$ cat src/rtl/hps_ext_pkg.sv
// Shared constants, bus bit positions and command decode for the HPS extension mailbox.
package hps_ext_pkg;

  localparam int EXT_W        = 36;
  localparam int BUS_DOUT_LSB = 0;
  localparam int BUS_DIN_LSB  = 16;
  localparam int BUS_DOUT_EN  = 32;
  localparam int BUS_STROBE   = 33;
  localparam int BUS_ENABLE   = 34;

  localparam logic [15:0] CMD_BASE_DEF = 16'h0034;

  localparam int ST_PEND    = 15;
  localparam int ST_OVF     = 14;
  localparam int ST_SEQ_LSB = 0;

  localparam int IDX_W = 10;

  typedef logic [15:0] word_t;

  typedef enum logic {
    DIR_GET = 1'b0,
    DIR_SET = 1'b1
  } dir_e;

  typedef struct packed {
    logic       hit;
    logic [2:0] ch;
    dir_e       dir;
  } cmd_dec_t;

  // Direction is taken from the offset so an odd CMD_BASE still pairs GET/SET correctly.
  function automatic cmd_dec_t cmd_decode(input logic [15:0] cmd, input logic [15:0] base,
                                          input int nch);
    cmd_dec_t    d;
    logic [15:0] off;
    off   = cmd - base;
    d.hit = (cmd >= base) && (off < 16'(2 * nch));
    d.ch  = off[3:1];
    d.dir = dir_e'(off[0]);
    return d;
  endfunction

endpackage

$ cat src/rtl/hps_ext_mbox_if.sv
// HPS extension bus as seen by the mailbox: host drives din/strobe/enable, mailbox drives dout/dout_en.
interface hps_ext_mbox_if;
  logic [15:0] io_dout;
  logic        dout_en;
  logic [15:0] io_din;
  logic        io_strobe;
  logic        io_enable;

  modport master (output io_din, io_strobe, io_enable, input io_dout, dout_en);
  modport slave  (input io_din, io_strobe, io_enable, output io_dout, dout_en);
endinterface

$ cat src/rtl/hps_ext_mbox_chan.sv
// One mailbox channel: core->HPS buffer with stage for captures during a GET, HPS->core shadow,
// and pending/overflow/seq status. All updates land on the clock edge after their trigger.
module hps_ext_mbox_chan
  import hps_ext_pkg::*;
#(
  parameter int WORDS = 6
) (
  input  logic               clk_sys,
  input  logic               rst_n,
  input  logic [WORDS*16-1:0] in_data_i,
  input  logic               in_stb_i,
  input  logic               get_frame_i,
  input  logic               get_end_i,
  input  logic               get_full_i,
  input  logic               set_wr_i,
  input  logic [5:0]         set_widx_i,
  input  logic [15:0]        set_wdat_i,
  input  logic               set_done_i,
  output logic [WORDS*16-1:0] buf_o,
  output logic [WORDS*16-1:0] out_data_o,
  output logic               out_stb_o,
  output logic               pending_o,
  output logic               overflow_o,
  output logic [7:0]         seq_o
);

  word_t [WORDS-1:0] buf_q, buf_d, stage_q, stage_d, shadow_q, shadow_d, odat_q, odat_d;
  logic              stg_vld_q, stg_vld_d, stg_ovf_q, stg_ovf_d;
  logic              pend_q, pend_d, ovf_q, ovf_d, ostb_q, ostb_d;
  logic [7:0]        seq_q, seq_d;

  always_comb begin
    buf_d     = buf_q;
    stage_d   = stage_q;
    stg_vld_d = stg_vld_q;
    stg_ovf_d = stg_ovf_q;
    pend_d    = pend_q;
    ovf_d     = ovf_q;
    seq_d     = seq_q;
    shadow_d  = shadow_q;
    odat_d    = odat_q;
    ostb_d    = 1'b0;

    // Frame end: the read's clear goes first, then any staged message is published.
    if (get_end_i) begin
      if (get_full_i) begin
        pend_d = 1'b0;
        ovf_d  = 1'b0;
      end
      if (stg_vld_q) begin
        buf_d     = stage_q;
        ovf_d     = ovf_d | stg_ovf_q | pend_d;
        pend_d    = 1'b1;
        seq_d     = seq_d + 8'd1;
        stg_vld_d = 1'b0;
        stg_ovf_d = 1'b0;
      end
    end

    if (in_stb_i) begin
      if (get_frame_i && !get_end_i) begin
        stage_d   = in_data_i;
        stg_ovf_d = stg_ovf_q | stg_vld_q;
        stg_vld_d = 1'b1;
      end else begin
        buf_d  = in_data_i;
        ovf_d  = ovf_d | pend_d;
        pend_d = 1'b1;
        seq_d  = seq_d + 8'd1;
      end
    end

    for (int w = 0; w < WORDS; w++) begin
      if (set_wr_i && set_widx_i == 6'(w)) shadow_d[w] = set_wdat_i;
    end

    if (set_done_i) begin
      odat_d = shadow_q;
      ostb_d = 1'b1;
    end
  end

  always_ff @(posedge clk_sys or negedge rst_n) begin
    if (!rst_n) begin
      buf_q     <= '0;
      stage_q   <= '0;
      stg_vld_q <= 1'b0;
      stg_ovf_q <= 1'b0;
      pend_q    <= 1'b0;
      ovf_q     <= 1'b0;
      seq_q     <= '0;
      shadow_q  <= '0;
      odat_q    <= '0;
      ostb_q    <= 1'b0;
    end else begin
      buf_q     <= buf_d;
      stage_q   <= stage_d;
      stg_vld_q <= stg_vld_d;
      stg_ovf_q <= stg_ovf_d;
      pend_q    <= pend_d;
      ovf_q     <= ovf_d;
      seq_q     <= seq_d;
      shadow_q  <= shadow_d;
      odat_q    <= odat_d;
      ostb_q    <= ostb_d;
    end
  end

  assign buf_o      = buf_q;
  assign out_data_o = odat_q;
  assign out_stb_o  = ostb_q;
  assign pending_o  = pend_q;
  assign overflow_o = ovf_q;
  assign seq_o      = seq_q;

endmodule

$ cat src/rtl/hps_ext_mbox.sv
// Multi-channel HPS mailbox: decodes frames on the extension bus, muxes GET responses and
// routes SET words; io_dout/dout_en are registered one cycle after each strobe.
module hps_ext_mbox
  import hps_ext_pkg::*;
#(
  parameter int          NCH      = 2,
  parameter int          WORDS    = 6,
  parameter logic [15:0] CMD_BASE = CMD_BASE_DEF
) (
  input  logic                    clk_sys,
  input  logic                    rst_n,
  hps_ext_mbox_if.slave           EXT_BUS,
  input  logic [NCH*WORDS*16-1:0] in_data,
  input  logic [NCH-1:0]          in_stb,
  output logic [NCH*WORDS*16-1:0] out_data,
  output logic [NCH-1:0]          out_stb,
  output logic [NCH-1:0]          pending
);

  localparam logic [IDX_W-1:0] IDX_MAX   = '1;
  localparam logic [IDX_W-1:0] WORDS_IDX = IDX_W'(WORDS);
  localparam logic [IDX_W-1:0] FULL_IDX  = IDX_W'(WORDS + 1);

  logic             en_q, cmd_vld_q, dout_en_q;
  logic [IDX_W-1:0] idx_q;
  logic [15:0]      cmd_q, dout_q;

  cmd_dec_t new_dec, cur_dec;
  logic     stb, fall, full, data_idx, act;
  word_t    status, rd_word;

  logic [WORDS*16-1:0] chan_buf [NCH];
  logic [7:0]          chan_seq [NCH];
  logic [NCH-1:0]      overflow;

  assign new_dec  = cmd_decode(EXT_BUS.io_din, CMD_BASE, NCH);
  assign cur_dec  = cmd_decode(cmd_q, CMD_BASE, NCH);
  assign act      = cmd_vld_q & cur_dec.hit;
  assign stb      = EXT_BUS.io_enable & EXT_BUS.io_strobe;
  assign fall     = en_q & ~EXT_BUS.io_enable;
  assign full     = idx_q >= FULL_IDX;
  assign data_idx = (idx_q != '0) && (idx_q <= WORDS_IDX);

  for (genvar c = 0; c < NCH; c++) begin : g_ch
    logic sel, is_get;
    assign sel    = act && (cur_dec.ch == 3'(c));
    assign is_get = sel && (cur_dec.dir == DIR_GET);

    hps_ext_mbox_chan #(.WORDS(WORDS)) u_chan (
      .clk_sys    (clk_sys),
      .rst_n      (rst_n),
      .in_data_i  (in_data[c*WORDS*16 +: WORDS*16]),
      .in_stb_i   (in_stb[c]),
      .get_frame_i(is_get),
      .get_end_i  (is_get && fall),
      .get_full_i (full),
      .set_wr_i   (sel && (cur_dec.dir == DIR_SET) && stb && data_idx),
      .set_widx_i (6'(idx_q - 10'd1)),
      .set_wdat_i (EXT_BUS.io_din),
      .set_done_i (sel && (cur_dec.dir == DIR_SET) && fall && full),
      .buf_o      (chan_buf[c]),
      .out_data_o (out_data[c*WORDS*16 +: WORDS*16]),
      .out_stb_o  (out_stb[c]),
      .pending_o  (pending[c]),
      .overflow_o (overflow[c]),
      .seq_o      (chan_seq[c])
    );
  end

  // Status uses the command arriving now; data words use the command latched at idx 0.
  always_comb begin
    status  = '0;
    rd_word = '0;
    for (int c = 0; c < NCH; c++) begin
      if (new_dec.ch == 3'(c)) begin
        status[ST_PEND]              = pending[c];
        status[ST_OVF]               = overflow[c];
        status[ST_SEQ_LSB +: 8]      = chan_seq[c];
      end
      if (cur_dec.ch == 3'(c)) begin
        for (int w = 0; w < WORDS; w++) begin
          if (idx_q == IDX_W'(w + 1)) rd_word = chan_buf[c][w*16 +: 16];
        end
      end
    end
  end

  always_ff @(posedge clk_sys or negedge rst_n) begin
    if (!rst_n) begin
      en_q      <= 1'b0;
      idx_q     <= '0;
      cmd_q     <= '0;
      cmd_vld_q <= 1'b0;
      dout_q    <= '0;
      dout_en_q <= 1'b0;
    end else begin
      en_q <= EXT_BUS.io_enable;
      if (!EXT_BUS.io_enable) begin
        idx_q     <= '0;
        cmd_vld_q <= 1'b0;
        dout_q    <= '0;
        dout_en_q <= 1'b0;
      end else if (EXT_BUS.io_strobe) begin
        if (idx_q != IDX_MAX) idx_q <= idx_q + 10'd1;
        dout_q <= '0;
        if (idx_q == '0) begin
          cmd_q     <= EXT_BUS.io_din;
          cmd_vld_q <= 1'b1;
          dout_en_q <= new_dec.hit;
          if (new_dec.hit && new_dec.dir == DIR_GET) dout_q <= status;
        end else if (act && cur_dec.dir == DIR_GET && data_idx) begin
          dout_q <= rd_word;
        end
      end
    end
  end

  assign EXT_BUS.io_dout = dout_q;
  assign EXT_BUS.dout_en = dout_en_q;

endmodule

$ cat src/flat_wrapper.sv
// flat-port wrapper written by rule: the top's interface ports become plain ports
module hps_ext_mbox_flat import hps_ext_pkg::*;
#(
  parameter int          NCH      = 2,
  parameter int          WORDS    = 6,
  parameter logic [15:0] CMD_BASE = CMD_BASE_DEF
)
  (clk_sys, rst_n, in_data, in_stb, out_data, out_stb, pending, EXT_BUS_io_din, EXT_BUS_io_strobe, EXT_BUS_io_enable, EXT_BUS_io_dout, EXT_BUS_dout_en);
  hps_ext_mbox_if EXT_BUS_i ();
  input  logic clk_sys;
  input  logic rst_n;
  input  logic [NCH*WORDS*16-1:0] in_data;
  input  logic [NCH-1:0] in_stb;
  output logic [NCH*WORDS*16-1:0] out_data;
  output logic [NCH-1:0] out_stb;
  output logic [NCH-1:0] pending;
  input wire logic [$bits(EXT_BUS_i.io_din)-1:0] EXT_BUS_io_din;
  input wire logic [$bits(EXT_BUS_i.io_strobe)-1:0] EXT_BUS_io_strobe;
  input wire logic [$bits(EXT_BUS_i.io_enable)-1:0] EXT_BUS_io_enable;
  output wire logic [$bits(EXT_BUS_i.io_dout)-1:0] EXT_BUS_io_dout;
  output wire logic [$bits(EXT_BUS_i.dout_en)-1:0] EXT_BUS_dout_en;
  assign EXT_BUS_i.io_din = EXT_BUS_io_din;
  assign EXT_BUS_i.io_strobe = EXT_BUS_io_strobe;
  assign EXT_BUS_i.io_enable = EXT_BUS_io_enable;
  assign EXT_BUS_io_dout = EXT_BUS_i.io_dout;
  assign EXT_BUS_dout_en = EXT_BUS_i.dout_en;
  hps_ext_mbox #(.NCH(NCH), .WORDS(WORDS), .CMD_BASE(CMD_BASE)) u_core (.clk_sys(clk_sys), .rst_n(rst_n), .EXT_BUS(EXT_BUS_i), .in_data(in_data), .in_stb(in_stb), .out_data(out_data), .out_stb(out_stb), .pending(pending));
endmodule
$ cat config.mk
export PLATFORM = sky130hd
export DESIGN_NAME = hps_ext_mbox_flat
export DESIGN_NICKNAME = d
export VERILOG_FILES = /design/src/rtl/hps_ext_pkg.sv /design/src/rtl/hps_ext_mbox_if.sv /design/src/rtl/hps_ext_mbox_chan.sv /design/src/rtl/hps_ext_mbox.sv /design/src/flat_wrapper.sv
export SDC_FILE = /design/constraint.sdc
export NUM_CORES = 1
export LEC_CHECK = 0
export ABC_AREA = 1
export BUFFER_PORTS_ARGS = -buffer_cell sky130_fd_sc_hd__buf_2
export CORE_ASPECT_RATIO = 1.4
export CORE_MARGIN = 2
export CORE_UTILIZATION = 60
export CTS_CLUSTER_DIAMETER = 50
export DETAILED_ROUTE_END_ITERATION = 10
export PLACE_DENSITY = 0.88
export REMOVE_ABC_BUFFERS = 1
export SLEW_MARGIN = 20
export SYNTH_ARGS = -nofsm -noshare
export SYNTH_HDL_FRONTEND = slang
export SYNTH_SLANG_ARGS = --single-unit
export TNS_END_PERCENT = 1
$ cat constraint.sdc
create_clock -name clk_sys -period 5.2 [get_ports clk_sys]
set_input_delay 0.52 -clock clk_sys [delete_from_list [all_inputs] [get_ports clk_sys]]
set_output_delay 0.52 -clock clk_sys [all_outputs]
set_load 0.05 [all_outputs]
==> results of run 1 <==
per-layer routing:
| metal | track usage, % | vias up | wire length [um] |
|---|---|---|---|
| met1 | 41.2 | 15500 | 39400 |
| met3 | 6.39 | 310 | 9150 |
| li1 | - | 14800 | - |
| met5 | 0 | - | 43 |
| met2 | 55.1 | 1646 | 52000 |
| met4 | 16.3 | 6 | 5380 |
state kept, by name, summed over array words and instances (netlist names), named ones only:
signal,flops
u_core.g_ch.u_chan.stg_ovf_q,2
u_core.cmd_q,16
u_core.g_ch.u_chan.pending_o,2
u_core.g_ch.u_chan.seq_o,16
u_core.g_ch.u_chan.out_data_o,192
u_core.g_ch.u_chan.shadow_q,192
u_core.g_ch.u_chan.buf_o,192
u_core.cmd_vld_q,1
u_core.g_ch.u_chan.overflow_o,2
u_core.g_ch.u_chan.out_stb_o,2
u_core.en_q,1
u_core.g_ch.u_chan.stage_q,192
u_core.idx_q,10
u_core.EXT_BUS.dout_en,1
u_core.EXT_BUS.io_dout,16
how the worst min path moves through the flow:
stage	cells past startpoint	endpoint	from	slack (ps)
final	3	u_core.g_ch[1].u_chan.buf_o[77]$_DFF_PN0_	in_data[173]	120
after global routing	2	u_core.g_ch[1].u_chan.stage_q[62]$_DFFE_PN0P_	in_data[158]	120
after CTS	3	u_core.g_ch[1].u_chan.buf_o[77]$_DFF_PN0_	in_data[173]	90
after detailed placement	2	u_core.g_ch[1].u_chan.out_data_o[76]$_DFFE_PN0P_	u_core.g_ch[1].u_chan.out_data_o[76]$_DFFE_PN0P_	450
after global placement	2	u_core.g_ch[1].u_chan.out_data_o[47]$_DFFE_PN0P_	u_core.g_ch[1].u_chan.out_data_o[47]$_DFFE_PN0P_	450
after floorplan	0	asynchronous set/reset pin	rst_n	220
cells by family (layout without fill, tap and decap cells):
| family | count (synthesis) | in the layout |
|---|---|---|
| other | 0 | 2 |
| AO/OA/AOI/OAI | 982 | 982 |
| buffers and inverters | 809 | 1151 |
| XOR/XNOR | 23 | 23 |
| adder cells (fa/ha/maj) | 15 | 15 |
| AND/OR/NAND/NOR | 1748 | 1748 |
| multiplexers | 78 | 78 |
| flip-flops | 839 | 839 |
timing repair:
item / 4_1_cts / 5_1_grt
endpoints found under the hold margin: 60 / 0
hold buffers: 1 / 0
gates resized for setup: 0 / 0
setup buffers: 0 / 0
placed cells by master (no fill, tap or decap), types with 3 or more instances in the layout:
cell type  count
nor2_2         8
buf_2        425
nor2_4         7
nor2_1       110
bufinv_16      5
nand3_1      162
nand4_1       14
nor3b_1        4
dfrtp_1      838
buf_12         6
mux2_2        78
o21ai_0      661
o21ai_2        3
o21ai_1      114
a31oi_1        9
clkinv_2      19
nand2_1     1378
xnor2_1        7
nor3_2         3
clkbuf_1      18
inv_6          3
inv_2          9
o31ai_1        5
ha_1          15
o22ai_1       49
buf_4         29
nand2_4        4
xor2_1        16
nand2_2       17
clkbuf_16     82
a21oi_1      129
clkinv_4       4
nand3b_1       3
inv_1        532
nor3_1        25
clkbuf_8      12
critical path, stage by stage (launching register included):
cell and delay, ps:
dfrtp_1 440, inv_1 180, ha_1 300, inv_2 80, o21ai_1 120, o21ai_1 70, nor2_1 90, nand3_1 80
nor2_2 190, nand4_2 200, inv_2 150, nand2_1 90, nand2_4 530, clkinv_2 930, a21oi_1 410, o21ai_0 160
o21ai_0 150
metrics by stage:
stage          util [%]  cells  total power [W]
3_3_place_gp       64.6   5516          0.00973
5_1_grt            68.9   5661           0.0163
4_1_cts            68.9   5661           0.0157
2_1_floorplan         -   4230          0.00877
6_report           68.9   5663           0.0156
3_5_place_dp       64.6   5516          0.00979
power by group:
part / switching [W] / internal, W
combinational: 0.00192 / 0.000774
clock: 0.00256 / 0.00334
sequential: 0.000238 / 0.00681
total: 0.00472 / 0.0109
layout make-up:
| class | count | area share [%] |
|---|---|---|
| Tap cell | 825 | 2.42 |
| Sequential cell | 839 | 49.2 |
| Antenna cell | 2 | 0.0117 |
| Clock inverter | 32 | 0.804 |
| Clock buffer | 112 | 5.36 |
| Inverter | 545 | 4.81 |
| Multi-Input combinational cell | 2846 | 31.5 |
| Timing Repair Buffer | 462 | 5.84 |
==> out/qor.txt, run 1 <==
Status - finished, final reports clean
Synth unique cells - 51
Area Overhead vs Synth - 13.7%
Post-Synth XOR/XNOR Area - 0.537%
WS Path Type - flip-flop to flip-flop
Initial antenna violation count - 6
CTS Root Cell - clkbuf_16
Max cap viols - 0
Clock latency at the later pin of the worst-skew pair - 640 ps
Clock slew at reported path FFs - 60 ps
Unrepaired setup endpoints after global routing - no
Final hold vios - 0
Die Ht - 300 um
CP startpoint kind - flip-flop
Cell Area, Synth - 0.0375 mm2
Fillers - 4,721
R2R cell count - 16
Yosys Warn Count - 0
Worst setup path end - u_core.g_ch[0].u_chan.buf_o[42]$_DFF_PN0_
Reg-to-reg startpoint - u_core.cmd_q[2]$_DFFE_PN0P_
Yosys top cell by area - dfrtp_1
Compound-Gate Fraction of Synth Area - 13.5%
Syn avg cell area - 8.35 um2
Initial DRC count - 3,770
Asr flop ratio synth - 100%
GRT Util Overall - 32.9%
Min Tclk post-route - 4320 ps
Register Area - 0.0210 mm2
Final Instance Area - 0.0426 mm2
Total Die Area - 0.0646 mm2
Rel. slew slack - 25.6%
Cell Area, Placed - 0.0400 mm2
FP Rows - 108
FF-to-FF setup slack - 880 ps
Die Wd - 215 um
Post-synthesis register bit count - 839
Pwr/cell area - 367 mW/mm2
Synth top area share - 56.0%
Seq/Total Area, Yosys - 56.0%
Drt first pass iters - 5
Worst EP required - 5710 ps
Critical path peak fanout - 67
Core area - 0.0619 mm2
WL final - 106 mm
Grt ovf - 0
Per-cell routed wire length - 18.7 um
Setup slack at placement - 1220 ps
Main combinational cell family by area after synthesis - simple AND/OR/NAND/NOR gates
Synth Area in Adders - 0.500%
Pins Over Slew Limit - 0
I/O Pins - 427
Post-synth EDFFs - 0
Setup WS post-layout - 881 ps
Global-route wire length before repair - 168 mm
Worst min path class - primary input to flip-flop
CTS H-tree lvls - 3
Critical Path AT - 4830 ps
Critical Path End Type - flip-flop
Starting density of the core - 60.6%
Via count of the first global-routing pass - 31,200
Synth Area in Simple Gates - 18.8%
Post-DP HPWL - 67.6 mm
Fin Setup TNS - 0 ps
Final ANT Viol Nets - 0
Clock buffer depth - 3
Max Fclk - 232 MHz
Share of layout cells above drive strength 1 - 15.1%
Synth top area cells - dfrtp_1, nand2_1, o21ai_0
DRC - 0
Worst Tran Pin Value - 1120 ps
RD Place Congestion - 0.948
Crit path from - u_core.cmd_q[2]$_DFFE_PN0P_
R2r endpoint - u_core.g_ch[0].u_chan.buf_o[42]$_DFF_PN0_
Pin count of the biggest net entering global routing - 151
Cts bufs inserted - 79
Cells after Synth - 4,494
Nets@finish - 5,002
Vias per cell - 5.70
Top_reg_cell synth - dfrtp_1
Maximum vdd ir drop - 0.279 mV
Post-synth top cells - nand2_1, dfrtp_1, o21ai_0
Clk sink count - 839
Multiplexer share of the synthesized area - 2.34%
Multi-input logic area - 0.0134 mm2
Hold slack - 117 ps
Via count of the routed design - 32,300
Setup Viol. Count Final - 0
Input/output buffers - 426
CTS tree - yes
Pleak - 23.0 nW
Cell with the most instances after synthesis - nand2_1
Final Skew - 28.9 ps
Fin crit share - 83.1%
No activity file was read; power rests on OpenSTA's default activity.
==> run 2, diff against run 1 <==
- ABC_AREA: 1 -> 0
- CORE_UTILIZATION: 60 -> 53
- PLACE_DENSITY: 0.88 -> 0.82
- clock period: 5.2 -> 3.9 ns (I/O delays scaled with it)
==> run 2 against run 1 <==
Die area increased by 10%. Critical path type unchanged. Critical path depth decreased by 5. Highest routed layer unchanged. First-iteration DRC count decreased by 31%. Non-clock buffer count increased by 217. Routed wire length increased by 1.6%. Register-to-register slack got worse by 640 ps. Total power increased by 26%. Via count decreased by 9.8%. Sequential share of layout area decreased by 1.7 points. Hold slack got worse by 88 ps.
==> out/qor.txt, run 2 <==
Input/output buffers - 426 (unchanged)
Yosys top cell by area - dfrtp_1
Non-Filler Instances - 4,980 (-12%)
Max cap viols - 0 (unchanged)
Cts bufs inserted - 82 (+3.8%)
Starting density of the core - 53.7% (-6.9 points)
Setup Viol. Count Final - 0 (unchanged)
Via count of the routed design - 29,100 (-9.8%)
Min Tclk post-route - 3660 ps (-664 ps)
Slowest-stage cell, CP - dfrtp_1
Critical Path AT - 4160 ps (-670 ps)
Yosys Warn Count - 0 (unchanged)
Die Ht - 315 um (+4.9%)
Maximum vdd ir drop - 0.413 mV (+48%)
Worst Tran Pin Value - 1120 ps (+0.120 ps)
Critical-path cell list - inv_1 -> ha_1 -> xnor2_1 -> a22o_1 -> nand3b_1 -> or3_1 -> buf_4 -> nor3_2 -> and3_4 -> buf_12 -> mux2_2
CP bufs+invs - 3 (-1)
Max Fclk - 274 MHz (+18%)
Worst EP required - 4410 ps (-1300 ps)
Synth top area cells - dfrtp_1, mux2_2, nand2_1
Total Die Area - 0.0710 mm2 (+10%)
Synth top area share - 57.5% (+1.5 points)
Critical path's top delay family - simple AND/OR/NAND/NOR gates
Pins Over Slew Limit - 0 (unchanged)
Clock buffer depth - 3 (unchanged)
Drt first pass iters - 6 (+1)
Min-Delay Endpoint - u_core.g_ch[0].u_chan.stage_q[42]$_DFFE_PN0P_
Initial DRC count - 2,613 (-31%)
Hold Path Cell Cnt - 2 (-1)
Pwr/cell area - 447 mW/mm2 (+22%)
Rel. slew slack - 25.4% (-0.23 points)
Per-cell routed wire length - 21.6 um (+16%)
FF-to-FF setup slack - 240 ps (-640 ps)
Most frequent cells in the layout - nand2_1, dfrtp_1, buf_2, mux2_2, nor2_1
Critical path peak fanout - 51 (-24%)
Unrepaired setup endpoints after global routing - no
Final Skew - 32.8 ps (+3.86 ps)
Clock slew at reported path FFs - 60 ps (about the same)
Nets@finish - 4,229 (-15%)
R2R cell count - 11 (-5)
Core area - 0.0680 mm2 (+9.9%)
Cell Area, Synth - 0.0365 mm2 (-2.7%)
CTS Root Cell - clkbuf_16
Post-DP HPWL - 68.9 mm (+2.1%)
Clock group share of total power - 42.4% (+4.7 points)
Share of layout cells above drive strength 1 - 27.5% (+12 points)
DRC - 0 (unchanged)
CTS tree - yes
Asr flop ratio synth - 100% (unchanged)
WS Path Type - flip-flop to flip-flop
Clk sink count - 839 (unchanged)
FP Rows - 113 (+4.6%)
Pin count of the biggest net entering global routing - 111 (-26%)
GRT Max-Usage Layer - met2
GRT Util Overall - 30.1% (-2.8 points)
Initial antenna violation count - 5 (-1)
Worst min path class - primary input to flip-flop
Post-synthesis register bit count - 839 (unchanged)
Cells after Synth - 3,472 (-23%)
I/O Pins - 427 (unchanged)
Reg power frac - 47.1% (+2.1 points)
CTS H-tree lvls - 3 (unchanged)
Syn avg cell area - 10.5 um2 (+26%)
Synth unique cells - 76 (+49%)
Fin crit share - 93.7% (+11 points)
Status - finished, final reports clean
R2r endpoint - u_core.g_ch[0].u_chan.stage_q[28]$_DFFE_PN0P_
Die Wd - 226 um (+4.9%)
HP Start - in_data[42]
Reg-to-reg startpoint - u_core.cmd_q[2]$_DFFE_PN0P_
Post-synth top cells - nand2_1, dfrtp_1, mux2_2
Sw frac - 25.6% (-4.6 points)
WL final - 108 mm (+1.6%)
Cell with the most instances after synthesis - nand2_1
Area Overhead vs Synth - 21.1%
Grt ovf - 0 (unchanged)
Combinational power share - 10.5% (-6.8 points)
Post-CTS setup buffers - 0 (unchanged)
Critical Path End Type - flip-flop
Seq/Total Area, Yosys - 57.5% (+1.5 points)
Via count of the first global-routing pass - 29,400 (-5.8%)
Clock latency at the later pin of the worst-skew pair - 640 ps (about the same)
Fin util - 65.0% (-3.9 points)
Internal power - 0.0147 W (+35%)
Most common cell after layout, fill and taps aside - nand2_1
Crit. path cell count - 11 (-5)
Top_reg_cell synth - dfrtp_1
Net switching power - 0.00506 W (+7.2%)
Global-route wire length before repair - 165 mm (-1.7%)
RD Place Congestion - 0.889 (-6.2%)
Vias per cell - 5.84 (+2.5%)
Post-synth EDFFs - 0 (unchanged)
M3 GR Usage - 5.41% (-0.98 points)
Inst Count DP - 4,689 (-15%)
Pleak - 22.8 nW (-0.58%)
CP max stage delay - 500 ps (-430 ps)
Met1 Usage GRT - 35.5% (-5.7 points)
Final hold vios - 0 (unchanged)
Met2 usage - 50.7% (-4.3 points)
Final ANT Viol Nets - 0 (unchanged)
CP startpoint kind - flip-flop
[run 2: cell type report]
| type | instances | area, um2 |
|---|---|---|
| Tap cell | 920 | 1150 |
| Inverter | 16 | 60.1 |
| Clock buffer | 108 | 2330 |
| Timing Repair Buffer | 679 | 4690 |
| Fill cell | 4995 | 23800 |
| Multi-Input combinational cell | 2383 | 14500 |
| Antenna cell | 2 | 5.00 |
| Sequential cell | 839 | 21000 |
| Clock inverter | 33 | 475 |
[run 2: worst max path at each step]
stage | from | end | slack, ps
after global placement | u_core.cmd_q[2]$_DFFE_PN0P_ | u_core.g_ch[0].u_chan.stage_q[26]$_DFFE_PN0P_ | 270
final | u_core.cmd_q[2]$_DFFE_PN0P_ | u_core.g_ch[0].u_chan.stage_q[28]$_DFFE_PN0P_ | 240
after global routing | u_core.cmd_q[2]$_DFFE_PN0P_ | u_core.g_ch[0].u_chan.stage_q[57]$_DFFE_PN0P_ | 70
after floorplan | u_core.cmd_q[2]$_DFFE_PN0P_ | u_core.g_ch[0].u_chan.seq_o[4]$_DFF_PN0_ | -6890
after detailed placement | u_core.cmd_q[2]$_DFFE_PN0P_ | u_core.g_ch[0].u_chan.stage_q[43]$_DFFE_PN0P_ | 230
after CTS | u_core.cmd_q[2]$_DFFE_PN0P_ | u_core.g_ch[0].u_chan.stage_q[27]$_DFFE_PN0P_ | 160
[run 2: timing repair]
item / 4_1_cts / 5_1_grt
hold buffers: 147 / 0
endpoints found under the setup margin: 0 / 55
gates resized for setup: 0 / 2
endpoints found under the hold margin: 254 / 0
[run 2: kinds of logic (layout without fill, tap and decap cells)]
| kind of cell | Yosys count | in the layout | share of synthesized area, % |
|---|---|---|---|
| AOI/OAI and AO/OA | 479 | 479 | 8.79 |
| xor gates and xnor gates | 34 | 34 | 0.815 |
| adders and majority gates | 14 | 14 | 0.480 |
| buffers and inverters | 250 | 836 | 3.04 |
| DFF | 839 | 839 | 57.5 |
| muxes | 408 | 408 | 12.9 |
| other | 0 | 2 | 0 |
| and+or+nand+nor | 1448 | 1448 | 16.5 |
[run 2: power groups by stage]
stage / clock (W) / sequential (W) / combinational, W
5_1_grt: 0.00882 / 0.00935 / 0.00226
6_report: 0.00837 / 0.00932 / 0.00207
3_5_place_dp: 0 / 0.00946 / 0.00191
3_3_place_gp: 0 / 0.00945 / 0.00187
4_1_cts: 0.00848 / 0.00930 / 0.00204
2_1_floorplan: 0 / 0.00940 / 0.00105
[run 2: per-layer routing]
metal  wire (um)  up-vias
li1            -    12900
met1       40200    14500
met2       53100     1337
met3        7050      360
met4        7350        4
met5          24        -
[run 2: metrics by stage]
| stage | setup slack, ps | TNS (ps) | instance area, um2 | power [W] | hold WS (ps) |
|---|---|---|---|---|---|
| after detailed placement | 229 | 0 | 39900 | 0.0114 | 451 |
| after CTS | 161 | 0 | 44200 | 0.0198 | 0.732 |
| after global placement | 273 | 0 | 39900 | 0.0113 | 445 |
| final | 245 | 0 | 44200 | 0.0198 | 28.2 |
| after global routing | 68.8 | 0 | 44200 | 0.0204 | 1.36 |
| after floorplan | -6890 | -1379180 | 35500 | 0.0104 | 94.4 |
[run 2: worst register-to-register path, cell delays in order, from the launching register on]
cell and delay [ps]:
dfrtp_1 500, inv_1 80, ha_1 250, xnor2_1 150, a22o_1 200, nand3b_1 190
or3_1 500, buf_4 210, nor3_2 280, and3_4 430, buf_12 350, mux2_2 410
